<file path="config.mk">
export PLATFORM = sky130hd
export DESIGN_NAME = mux7_rr_arbiter
export DESIGN_NICKNAME = d
export VERILOG_FILES = /design/src/rtl/mux7_rr_arbiter.sv
export SDC_FILE = /design/constraint.sdc
export NUM_CORES = 1
export LEC_CHECK = 0
export ABC_AREA = 1
export CORE_MARGIN = 4
export CORE_UTILIZATION = 50
export DETAILED_ROUTE_END_ITERATION = 8
export PLACE_DENSITY = 0.77
export SETUP_SLACK_MARGIN = 0.4
export SYNTH_ARGS = -nofsm -noshare
export SYNTH_HDL_FRONTEND = slang
export SYNTH_SLANG_ARGS = --single-unit
</file>
<file path="constraint.sdc">
create_clock -name clock -period 2.75 [get_ports clock]
set_clock_uncertainty 0.2 [all_clocks]
set_input_delay 0.6875 -clock clock [delete_from_list [all_inputs] [get_ports clock]]
set_output_delay 0.6875 -clock clock [all_outputs]
set_load 0.05 [all_outputs]
</file>
<file path="src/rtl/mux7_rr_arbiter.sv">
// Round-robin arbiter that time-shares one 7-to-1 mux among seven requesters.
// A hold timer bounds each grant, and every output is driven straight from a flop.
module mux7_rr_arbiter #(
    parameter int unsigned MAX_HOLD = 8
) (
    input  logic       clock,
    input  logic       reset,
    input  logic [6:0] req,
    output logic [6:0] grant,
    output logic [2:0] sel,
    output logic       busy,
    output logic       preempt
);

    typedef enum logic {
        IDLE,
        GRANT
    } state_t;

    localparam logic [7:0] HOLD_LAST = 8'(MAX_HOLD - 1);

    state_t     state_q, state_d;
    logic [2:0] owner_q, owner_d;
    logic [2:0] ptr_q, ptr_d;
    logic [7:0] cnt_q, cnt_d;
    logic [6:0] grant_q, grant_d;
    logic [2:0] sel_q, sel_d;
    logic       busy_q, busy_d;
    logic       preempt_q, preempt_d;

    logic [3:0] idleWin;
    logic [3:0] grantWin;
    logic [2:0] nextPtr;

    function automatic logic [2:0] nextIdx(input logic [2:0] i);
        return (i == 3'd6) ? 3'd0 : i + 3'd1;
    endfunction

    // Returns {found, index} of the first asserted request at or after start, modulo 7.
    function automatic logic [3:0] search(input logic [6:0] r, input logic [2:0] start);
        logic [2:0] idx;
        logic [2:0] win;
        logic       found;
        idx   = start;
        win   = 3'd0;
        found = 1'b0;
        for (int k = 0; k < 7; k++) begin
            if (!found && r[idx]) begin
                found = 1'b1;
                win   = idx;
            end
            idx = nextIdx(idx);
        end
        return {found, win};
    endfunction

    assign nextPtr  = nextIdx(owner_q);
    assign idleWin  = search(req, ptr_q);
    assign grantWin = search(req, nextPtr);

    always_comb begin
        state_d   = state_q;
        owner_d   = owner_q;
        ptr_d     = ptr_q;
        cnt_d     = cnt_q;
        preempt_d = 1'b0;
        grant_d   = 7'b0;
        sel_d     = 3'b111;
        busy_d    = 1'b0;
        case (state_q)
            IDLE: begin
                if (idleWin[3]) begin
                    state_d = GRANT;
                    owner_d = idleWin[2:0];
                    cnt_d   = 8'd0;
                end
            end
            GRANT: begin
                if (req[owner_q] && (cnt_q < HOLD_LAST)) begin
                    cnt_d = cnt_q + 8'd1;
                end else begin
                    // Searching from owner+1 leaves the current owner as the last candidate.
                    ptr_d     = nextPtr;
                    preempt_d = req[owner_q];
                    cnt_d     = 8'd0;
                    if (grantWin[3]) begin
                        owner_d = grantWin[2:0];
                    end else begin
                        state_d = IDLE;
                    end
                end
            end
            default: state_d = IDLE;
        endcase
        if (state_d == GRANT) begin
            grant_d = 7'b1 << owner_d;
            sel_d   = owner_d;
            busy_d  = 1'b1;
        end
    end

    always_ff @(posedge clock or posedge reset) begin
        if (reset) begin
            state_q   <= IDLE;
            owner_q   <= 3'd0;
            ptr_q     <= 3'd0;
            cnt_q     <= 8'd0;
            grant_q   <= 7'b0;
            sel_q     <= 3'b111;
            busy_q    <= 1'b0;
            preempt_q <= 1'b0;
        end else begin
            state_q   <= state_d;
            owner_q   <= owner_d;
            ptr_q     <= ptr_d;
            cnt_q     <= cnt_d;
            grant_q   <= grant_d;
            sel_q     <= sel_d;
            busy_q    <= busy_d;
            preempt_q <= preempt_d;
        end
    end

    assign grant   = grant_q;
    assign sel     = sel_q;
    assign busy    = busy_q;
    assign preempt = preempt_q;

endmodule

</file>
After elaboration in Yosys (flattened, before gate mapping)

Cells that the tools add are included.

Word-level logic and storage cells: 168
Register bits after elaboration: 27

Mux-type cells: 87
Reduce and logical (&&, ||, !) cells: 26
Shift operators: 1
Magnitude comparators: 16
Bitwise operators: 2
Add/subtract/negate cells: 14
Equal/unequal tests: 14

Operators by type and width:

| cell                                                                 | count |
|---|---|
| 3-bit 2-to-1 mux                                                     | 31 |
| 3-bit by 4-bit < comparator with 1-bit output, second input constant | 15 |
| 1-bit binary-select mux with 3-bit select                            | 15 |
| 3-bit by 1-bit adder with 3-bit output, second input constant        | 13 |
| 3-bit equality test, second input constant                           | 13 |
| 1-bit 2-to-1 mux                                                     | 35 |
| 8-bit 2-to-1 mux                                                     | 2 |
| 8-bit one-hot mux with 2 select lines                                | 1 |
| 1-bit logical AND                                                    | 13 |
| 1-bit logical NOT                                                    | 12 |
| 8-bit by 1-bit adder with 8-bit output, second input constant        | 1 |
| 8-bit by 3-bit < comparator with 1-bit output, second input constant | 1 |
| 7-bit 2-to-1 mux                                                     | 1 |
| 1-bit by 3-bit << shifter with 7-bit output, first input constant    | 1 |
| 3-bit one-hot mux with 2 select lines                                | 1 |
| 2-bit inequality test, second input constant                         | 1 |
| 1-bit NOT                                                            | 2 |
| 1-bit one-hot mux with 2 select lines                                | 1 |
| 2-bit AND reduction                                                  | 1 |

Depth between registers and ports, before layout

Gate-level depths: netlist of run 1.

Word-level depth: 28
Depth in mapped cells: 21
Gate-level depth less buffers: 20

Worst setup path after synthesis of run 1

Ideal clock, no wire load.

Path type: input-to-reg
Start: input port req[3]
End: register grant_q[0], in the netlist grant[0]
Buffers on the path: 1
Stages: 17
Arrival: 2328 ps
Setup slack: 104 ps
Data required time: 2432 ps
Setup time: 118 ps
Cell sequence: buf_2 > inv_1 > nor2_1 > nor2_1 > nand2_1 > nand2_1 > nand2_1 > inv_1 > nand4_1 > nor2_4 > nand3_1 > nor2_2 > inv_2 > o21ai_0 > inv_2 > nand3_2 > nor2_1

Cells in the longest elaborated chain, start to end: 26
Elaborated cells between the ends (all ways): 93
Classes of those cells: 1 x shift; 67 x mux; 25 x reduce/logical

RTL lines:

| element                                                     | line | RTL |
|---|---|---|
| start, declared                                             | 8    | `input logic [6:0] req,` |
| 1-bit binary-select mux with 3-bit select                   | 48   | `if (!found && r[idx]) begin` |
| 1-bit 2-to-1 mux (implied by the code)                      | 48   |  |
| 1-bit 2-to-1 mux                                            | 48   |  |
| 1-bit logical NOT                                           | 48   |  |
| 1-bit logical AND                                           | 48   |  |
| 1-bit 2-to-1 mux                                            | 48   |  |
| 1-bit logical NOT                                           | 48   |  |
| 1-bit logical AND                                           | 48   |  |
| (+11 left out)                                              | -    |  |
| 1-bit logical AND                                           | 48   |  |
| 3-bit 2-to-1 mux / 1-bit 2-to-1 mux (equally long branches) | 48   |  |
| 3-bit 2-to-1 mux                                            | 86   | `if (grantWin[3]) begin` |
| 3-bit 2-to-1 mux                                            | 79   | `if (req[owner_q] && (cnt_q < HOLD_LAST)) begin` |
| 3-bit one-hot mux with 2 select lines                       | 70   | `case (state_q)` |
| 1-bit by 3-bit << shifter with 7-bit output                 | 96   | `grant_d = 7'b1 << owner_d;` |
| 7-bit 2-to-1 mux (*)                                        | 95   | `if (state_d == GRANT) begin` |
| net grant_d[0]                                              | 26   | `logic [6:0] grant_q, grant_d;` |
| end signal, assigned                                        | 117  | `grant_q <= grant_d;` |
| end, declared                                               | 26   |  |

The timed path passes the listed nets; every way through them passes the cells marked *. The select of a mux whose other input is x is not followed.
A chain may end at the register's enable or synchronous reset.

Final worst setup path of run 1

Start: register ptr_q[1]
End: register grant_q[1], in the netlist grant[1]

Cells in the longest elaborated chain, start to end: 25
Elaborated cells between the ends (all ways): 64
Classes of those cells: 6 x add/sub; 6 x eq/ne; 1 x shift; 39 x mux; 12 x reduce/logical

RTL lines:

| element                                                                         | line | RTL |
|---|---|---|
| start, declared                                                                 | 24   | `logic [2:0] ptr_q, ptr_d;` |
| start signal, assigned                                                          | 115  | `ptr_q <= ptr_d;` |
| branches (longest 21 deep; another with 3-bit by 1-bit adder with 3-bit output) | -    |  |
| 3-bit 2-to-1 mux (*)                                                            | 72   | `if (idleWin[3]) begin` |
| 3-bit one-hot mux with 2 select lines (*)                                       | 70   |  |
| net owner_d[0]                                                                  | 23   | `logic [2:0] owner_q, owner_d;` |
| 1-bit by 3-bit << shifter with 7-bit output (*)                                 | 96   |  |
| 7-bit 2-to-1 mux (*)                                                            | 95   |  |
| net grant_d[1]                                                                  | 26   |  |

Mark *: on every way through the listed nets, which the timed path passes. The select of a mux whose other input is x is not followed.

==> run metrics, run 1 <==
outcome=finished, violations left; violated checks=DRC, setup timing; initial core utilization=52.6%; number of distinct library cells after synthesis=40; # fillers=339; Cell Rows=27; Hold WC Path Type=reg -> reg; largest net degree at the start of global routing=27; Synth area leader=nand2_1; crit path DAT=2900 ps; Most used DFF post-synth=dfrtp_1; Synth area leaders=nand2_1 (22%), dfrtp_1 (20%), nand3_1 (11%); pre-CTS WS=-579 ps; first drt pass iteration count=9; nets=654; Reg2Reg Setup Slack=-160 ps; vias in the first global route=around 3800; final WL=13.2 mm; Non-Filler Instances=715; GRT Residual Overflow=0; initial antenna violation count=0; part of the Yosys area used for sequential elements=22.2%; Tcrit/Tclk final=106%; Post-synth ARST share=100%; Die Y=84.8 um; most repeated cell in the gate-level netlist after synthesis=nand2_1; Routed Antenna Nets=0; slowest stage delay, CP=500 ps; io pins=21; post-layout min period=2910 ps; share of layout cells above drive strength 1=between 40% and 50%; CP Cell Sequence=clkinv_4, nand3_4, nand2_4, nand2_2, o21ai_1, nand2_1, nand2_1, nand2_2, nand4_1, nor2_4, buf_6, nand3b_1, nand3_1, nand2_1, nand2_2, inv_2, nand2_2, nand2_2, nor2_1; max-cap violation count=0; Fin. Hold Viols=0; Core Area=0.00561 mm2; Startpoint Class=register; vias per cell=6.14; residual DRC count=9; Die Footprint=0.00719 mm2; number of flops mapped to enable cells by yosys=0; first-pass GRT wire length=between 15 and 20 mm; maximum clock rate=344 MHz; antenna cell count=0; Worst Path Max Fanout=6; Yosys reg bits=26; Buffers on Ports=20; setup ws final=-156 ps; clk buf depth=2; Required @ worst endpoint=2750 ps; Layout area overhead=56.4%; CTS Sinks=26; critical path's most frequent cell=nand2_2; Finish-stage setup viols=11; # H-tree levels=1; Wirelength per Cell=18.5 um; All-Layer GR Usage=a little under a third; clock latency on the worst-skew pair=280 ps; post-DP HPWL=7.72 mm; hold-fix buffers at CTS=0; Pins Over Slew Limit=0; Root Driver=clkbuf_8; clk slew on worst S/H paths=90 ps; critical path capture point type=register; via count=between 4000 and 5000; Synth top cells by count=nand2_1 (176), nor2_1 (70), nand3_1 (62), inv_1 (52), dfrtp_1 (23); Starting DRT DRC Count=540; placed instance count=666; Net Count, Synth=525; GPL Wtd Cong=1.01; syn_area_per_cell=5.72 um2; Syn Std Cell Area=roughly 0.0029 mm2; worst slew pin tran=roughly 560 ps; Critical Path Slowest Stage Cell=dfrtp_2; Rel. slew slack=62.3%; share of the synthesized area in the top cell type=22.4%; RSZ-0062 raised after global routing=yes; CTS tree=done; total CTS buffers=3; Syn Inst Count=just over 500; yosys warns=0; critical path class=reg -> reg; Die Width=84.8 um
==> worst paths after layout <==
kind                            end     start  cells after the start
setup / recovery           grant[1]  ptr_q[1]                     19
hold / removal             cnt_q[4]  cnt_q[4]                      2
setup reg to reg           grant[1]  ptr_q[1]                     19
hold reg to reg            cnt_q[4]  cnt_q[4]                      2
max in group asynchronous    sel[0]     reset                      3
min in group asynchronous  cnt_q[6]     reset                      3
==> area by class of cell <==
| type | instances | area [um2] | area share [%] |
|---|---|---|---|
| Clock buffer | 4 | 55.1 | 1.19 |
| Inverter | 64 | 282 | 6.11 |
| Multi-Input combinational cell | 414 | 2380 | 51.6 |
| Sequential cell | 26 | 661 | 14.3 |
| Tap cell | 72 | 90.1 | 1.95 |
| Timing Repair Buffer | 135 | 1140 | 24.8 |
==> state kept, by name (all words and copies together) (netlist names) <==
name     cells
cnt_q        8
grant        7
owner_q      3
ptr_q        3
sel          3
busy         1
preempt      1
==> repair_timing <==
item | CTS | global route
resized for setup | 133 | 52
cloned | 0 | 1
setup buffers | 31 | 13
pin swaps | 37 | 40
setup endpoints to repair | 29 | 28
==> worst max-delay path: cells and delay by family, from the launching register on <==
kind,cells,cell delay (ps)
flip-flops,1,500
AND/OR/NAND/NOR,15,1690
buffers and inverters,3,320
AO/OA/AOI/OAI,1,120
==> per-stage QoR <==
| stage | utilization, % | TNS [ps] | area (um2) | hold slack [ps] |
|---|---|---|---|---|
| 2_1_floorplan | - | 0 | 3040 | 273 |
| 3_3_place_gp | 66.6 | -7740 | 3740 | 283 |
| 3_5_place_dp | 66.6 | -9140 | 3740 | 284 |
| 4_1_cts | 76.7 | 0 | 4300 | 298 |
| 5_1_grt | 82.2 | -2180 | 4610 | 334 |
| 6_report | 82.2 | -966 | 4610 | 304 |
==> cells in the final DEF (no fill, tap or decap), types with 4 or more instances in the layout <==
| cell type | n |
|---|---|
| nand2_2 | 55 |
| clkdlybuf4s50_1 | 7 |
| inv_1 | 43 |
| nor2_1 | 54 |
| nand3_2 | 10 |
| nand3_4 | 6 |
| nor2_4 | 9 |
| dfrtp_2 | 5 |
| clkbuf_8 | 4 |
| inv_4 | 7 |
| nor2_2 | 12 |
| nand3_1 | 51 |
| o21ai_1 | 9 |
| buf_2 | 6 |
| o211ai_1 | 5 |
| nand2_1 | 124 |
| dfrtp_1 | 18 |
| buf_6 | 19 |
| o22ai_1 | 4 |
| nand2_4 | 14 |
| buf_4 | 92 |
| inv_2 | 8 |
| nand3b_1 | 4 |
| nand4_1 | 12 |
| o21ai_0 | 13 |
| a21oi_1 | 6 |
==> per-layer routing <==
layer	part of all wire [%]	global-route usage [%]
met3	9.6	3.43
met4	8.0	12.5
met1	35	41.0
met5	0	0
met2	47	54.9
==> logic make-up after synthesis <==
| logic type | synth area share, % |
|---|---|
| simple gates | 54.5 |
| buf+inv | 11.2 |
| compound gates | 11.4 |
| flops | 22.2 |
| xor+xnor | 0.297 |
| fa+ha+maj | 0.424 |
Power of run 1 is not shown: default switching activity piles up to over one toggle a cycle in this logic, so the estimate is an artifact.
==> run 2, diff against run 1 <==
--- a/config.mk
+++ b/config.mk
@@ -5,11 +5,10 @@
 export SDC_FILE = /design/constraint.sdc
 export NUM_CORES = 1
 export LEC_CHECK = 0
-export ABC_AREA = 1
-export CORE_MARGIN = 4
 export CORE_UTILIZATION = 50
 export DETAILED_ROUTE_END_ITERATION = 8
-export PLACE_DENSITY = 0.77
+export MAX_ROUTING_LAYER = met4
+export PLACE_DENSITY = 0.76
 export SETUP_SLACK_MARGIN = 0.4
 export SYNTH_ARGS = -nofsm -noshare
 export SYNTH_HDL_FRONTEND = slang
==> run metrics, run 2 <==
Design Area, Final=0.00556 mm2; Post-Synth Adder-Cell Area=0.381%; first drt pass iteration count=5; Die Y=between 80 and 90 um; max-cap violation count=0; layer with the highest usage=met2; first-pass GRT wire length=21.4 mm; Synth Area in Compound Gates=34.7%; violated checks=setup timing; Worst Path Max Fanout=5; Die Footprint=0.00690 mm2; GPL Wtd Cong=0.993; Setup crit end=grant[0]; number of distinct library cells after synthesis=90; Rel. slew slack=62.2%; DP Area=between 0.004 and 0.005 mm2; CTS tree=done; final WL=16.5 mm; commonest non-fill, non-tap cell in the layout=buf_4; Finish-stage setup viols=21; Reg2Reg Setup Slack=-560 ps; met1 GRT Util=a little under half; hold-fix buffers at CTS=0; most flop-heavy register=cnt_q; Routed Antenna Nets=0; clock latency on the worst-skew pair=roughly 270 ps; Synth top cells by count=nand2_1 (42), nor2_1 (35), dfrtp_1 (23), o21ai_0 (16); crit path DAT=3290 ps; number of flops mapped to enable cells by yosys=0; nets=approximately 580; outcome=finished, violations left; Core Area=0.00635 mm2; Post-synth ARST share=100%; Starting DRT DRC Count=442; # H-tree levels=1; critical path capture point type=register; Startpoint Class=register; GRT Residual Overflow=0; residual DRC count=0; pre-CTS WS=-1020 ps; Buffers on Ports=20; Wirelength per Cell=25.5 um; post-synthesis mux area share=7.38%; worst reg-to-reg path cell count=12; maximum clock rate=just over 300 MHz; start point of the critical path=ptr_q[0]; All-Layer GR Usage=between 30% and 40%; Cell Rows=29; CTS Sinks=26; clk slew on worst S/H paths=90 ps; worst r2r src=ptr_q[0]; vias per cell=7.16; syn_area_per_cell=approximately 8.3 um2; worst hold slack=around 300 ps; setup ws final=-556 ps; critical path class=reg -> reg; Pins Over Slew Limit=0; Die Width=just over 80 um; largest net degree at the start of global routing=22; share of layout cells above drive strength 1=56.0%; XOR/XNOR Fraction of Synth Area=1.87%; part of the Yosys area used for sequential elements=19.9%; Layout area overhead=69.1%; Synth area leaders=dfrtp_1 (18%), nand2_1 (4.8%), mux2i_1 (4.6%); Yosys reg bits=26; grt met2 use=66.5%; vias in the first global route=4248; clk buf depth=2; Hold WC Path Type=reg -> reg; Required @ worst endpoint=2740 ps; Tcrit/Tclk final=120%; max FFs per register=8; Synth area leader=dfrtp_1; Net Count, Synth=407; met3 usage=4.77%; Syn Std Cell Area=0.00329 mm2; worst slew pin tran=567 ps; via count=4616; share of the synthesized area in the top cell type=17.5%; Most used DFF post-synth=dfrtp_1; antenna cell count=0; most repeated cell in the gate-level netlist after synthesis=nand2_1; largest family of logic cells by synthesized area=compound AO/OA/AOI/OAI gates; Hold Crit Depth=1; initial antenna violation count=0; Syn Inst Count=397; Fin. Hold Viols=0; total CTS buffers=3; io pins=21; post-DP HPWL=8.84 mm; initial core utilization=51.8%; Root Driver=clkbuf_8; most frequent cells in the layout=buf_4 (143), nand2_1 (39), buf_6 (29); RSZ-0062 raised after global routing=yes; yosys warns=0; post-layout min period=3310 ps; R2R Path End=grant[0]; Post-Synth Simple-Gate Area=26.4%
## run 2: cell type report
| class | instances | area (um2) |
|---|---|---|
| clock buffers | 4 | 55.1 |
| multi-input cells | 326 | 2920 |
| repair buffers | 201 | 1790 |
| well taps | 77 | 96.3 |
| inverters | 11 | 42.5 |
| flip-flops and latches | 26 | 661 |
| fillers | 282 | 791 |
## run 2: worst max-delay path, cell delays in order, from the launching register on
cell	delay, ps
dfrtp_2	480
buf_12	140
buf_4	130
mux2_2	420
mux2i_4	220
a32o_2	210
nand2_2	120
o311ai_4	310
a221oi_2	140
a2111oi_4	350
buf_6	180
nand3b_1	120
nor2_1	180
## run 2: worst min-delay path by stage
stage	slack (ps)	start	endpoint
final	310	cnt_q[4]	cnt_q[4]
after global routing	310	cnt_q[4]	cnt_q[4]
after CTS	300	cnt_q[7]	cnt_q[7]
after detailed placement	280	cnt_q[4]	cnt_q[4]
after global placement	270	cnt_q[3]	cnt_q[3]
after floorplan	240	cnt_q[3]	cnt_q[3]
## run 2: timing repair
| item | CTS | global route |
|---|---|---|
| setup endpoints to repair | 29 | 25 |
| setup buffers | 27 | 10 |
| resized for setup | 114 | 57 |
| pin swaps | 40 | 24 |
| endpoints found under the hold margin | 0 | 0 |
| gates cloned | 2 | 1 |
## run 2: logic make-up (layout without fill, tap and decap cells)
family / Yosys count / in the layout
xor+xnor: 4 / 4
simple gates: 164 / 164
buf+inv: 45 / 216
mux: 23 / 23
fa+ha+maj: 1 / 1
compound gates: 134 / 134
flops: 26 / 26
## run 2: through the flow
step | TNS (ps) | utilization [%] | cells
6_report | -7650 | 87.5 | 645
3_3_place_gp | -17740 | 71.0 | 601
2_1_floorplan | -1660 | - | 397
3_5_place_dp | -18680 | 71.0 | 601
4_1_cts | -3550 | 82.1 | 634
5_1_grt | -8280 | 87.5 | 645
## run 2: metal layers
metal	routed length [um]	vias up
met5	0	-
met4	1440	0
met3	1700	164
met2	7580	399
met1	5740	2177
li1	-	1876
Power of run 2 is left out for the same reason.
==> run 3, diff against run 2 <==
--- a/config.mk
+++ b/config.mk
@@ -8,7 +8,7 @@
 export CORE_UTILIZATION = 50
 export DETAILED_ROUTE_END_ITERATION = 8
 export MAX_ROUTING_LAYER = met4
-export PLACE_DENSITY = 0.76
+export PLACE_DENSITY = 0.69
 export SETUP_SLACK_MARGIN = 0.4
 export SYNTH_ARGS = -nofsm -noshare
 export SYNTH_HDL_FRONTEND = slang
==> run metrics, run 3 (same netlist as run 2, synthesis figures left out) <==
outcome=finished, violations left; violated checks=setup timing; antenna cell count=0; RSZ-0062 raised after global routing=yes; post-DP HPWL=between 8 and 9 mm; placed instance count=587; max-cap violation count=0; Fin. Hold Viols=0; initial core utilization=between 50 and 60%; post-layout min period=approximately 3200 ps; All-Layer GR Usage=38.2%; Rel. slew slack=62.3%; total CTS buffers=3; setup ws final=-442 ps; max FFs per register=8; nets=574; Root Driver=clkbuf_8; residual DRC count=0; # H-tree levels=1; worst reg-to-reg path cell count=13; largest net degree at the start of global routing=25; clk buf depth=2; GPL Wtd Cong=0.972; first drt pass iteration count=6; io pins=21; Hold Crit Depth=1; Cell Rows=29; GRT Residual Overflow=0; most flop-heavy register=cnt_q; commonest non-fill, non-tap cell in the layout=buf_4; CTS tree=done; Core Area=between 0.006 and 0.007 mm2; met2 WL=6.55 mm; clk slew on worst S/H paths=roughly 90 ps; final WL=~14 mm; Finish-stage setup viols=21; Startpoint Class=register; Worst Path Max Fanout=10; Die Footprint=0.00690 mm2; first-pass GRT wire length=20.7 mm; crit path DAT=~3200 ps; Hold WC Path Type=reg -> reg; WL met1=roughly 5.3 mm; via count=roughly 4200; vias in the first global route=4065; share of layout cells above drive strength 1=55.2%; Tcrit/Tclk final=116%; Max Used Layer=met4; most frequent cells in the layout=buf_4 (141), nand2_1 (37), nor2_1 (30); CTS Sinks=26; maximum clock rate=313 MHz; critical path class=reg -> reg; Layout area overhead=64.6%; clock latency on the worst-skew pair=270 ps; initial antenna violation count=0; Starting DRT DRC Count=530; Buffers on Ports=20; Die Y=83.1 um; critical path capture point type=register; wire length on met3=1.19 mm; Die Width=roughly 83 um; Pins Over Slew Limit=0; hold-fix buffers at CTS=0; Wirelength per Cell=roughly 22 um; worst slew pin tran=559 ps; Required @ worst endpoint=2720 ps; Routed Antenna Nets=0; worst hold slack=313 ps; Non-Filler Instances=640; vias per cell=6.60
-- run 3: cell types whose count changed in the layout (fill, tap and decap cells not counted), moves of 3 or more --
cell,change
and2_4,+5
buf_6,-4
o21ai_2,-3
buf_2,+3
a211oi_2,+3
dlymetal6s2s_1,+3
nand2_2,+4
and2_1,-5
clkdlybuf4s50_1,-3
-- run 3: worst max-delay path: stages (launching register included) --
cell,delay [ps]
dfrtp_1,390
buf_12,150
buf_4,140
mux2_2,340
o221ai_2,160
a221o_2,270
buf_6,150
nand4_1,170
a221oi_2,390
a221oi_4,130
a2111oi_4,200
buf_4,200
inv_2,40
and3_1,150
-- run 3: worst paths after layout --
check / from / to / slack (ps)
setup / recovery: ptr_q[1] / grant[5] / -440
hold / removal: cnt_q[5] / cnt_q[5] / 310
setup reg to reg: ptr_q[1] / grant[5] / -440
hold reg to reg: cnt_q[5] / cnt_q[5] / 310
max in group asynchronous: reset / ptr_q[2] / 1200
min in group asynchronous: reset / busy / 570
-- run 3: area by class of cell --
cell class,instances,area (um2)
Clock buffer,4,55.1
Timing Repair Buffer,196,1720
Sequential cell,26,658
Fill cell,344,938
Tap cell,77,96.3
Inverter,11,46.3
Multi-Input combinational cell,326,2840
-- run 3: routing by layer --
metal	vias to the layer above	track usage (%)
met5	-	-
met4	0	15.8
met3	80	4.87
met2	318	62.8
met1	1963	47.4
li1	1861	-
-- run 3: metrics by stage --
step / setup WS (ps) / area [um2] / setup TNS (ps) / utilization [%]
3_5_place_dp: -1060 / 4420 / -19550 / 69.6
2_1_floorplan: -221 / 3360 / -1660 / -
5_1_grt: -496 / 5410 / -7740 / 85.2
4_1_cts: -262 / 5120 / -2260 / 80.7
6_report: -442 / 5410 / -5810 / 85.2
3_3_place_gp: -1070 / 4420 / -19430 / 69.6
-- run 3: what timing repair did --
action	in CTS	in global routing
gates resized for setup	123	32
pin swaps	41	16
setup buffers	33	13
endpoints found under the setup margin	29	27
cloned	1	2
Power of run 3 is left out for the same reason.
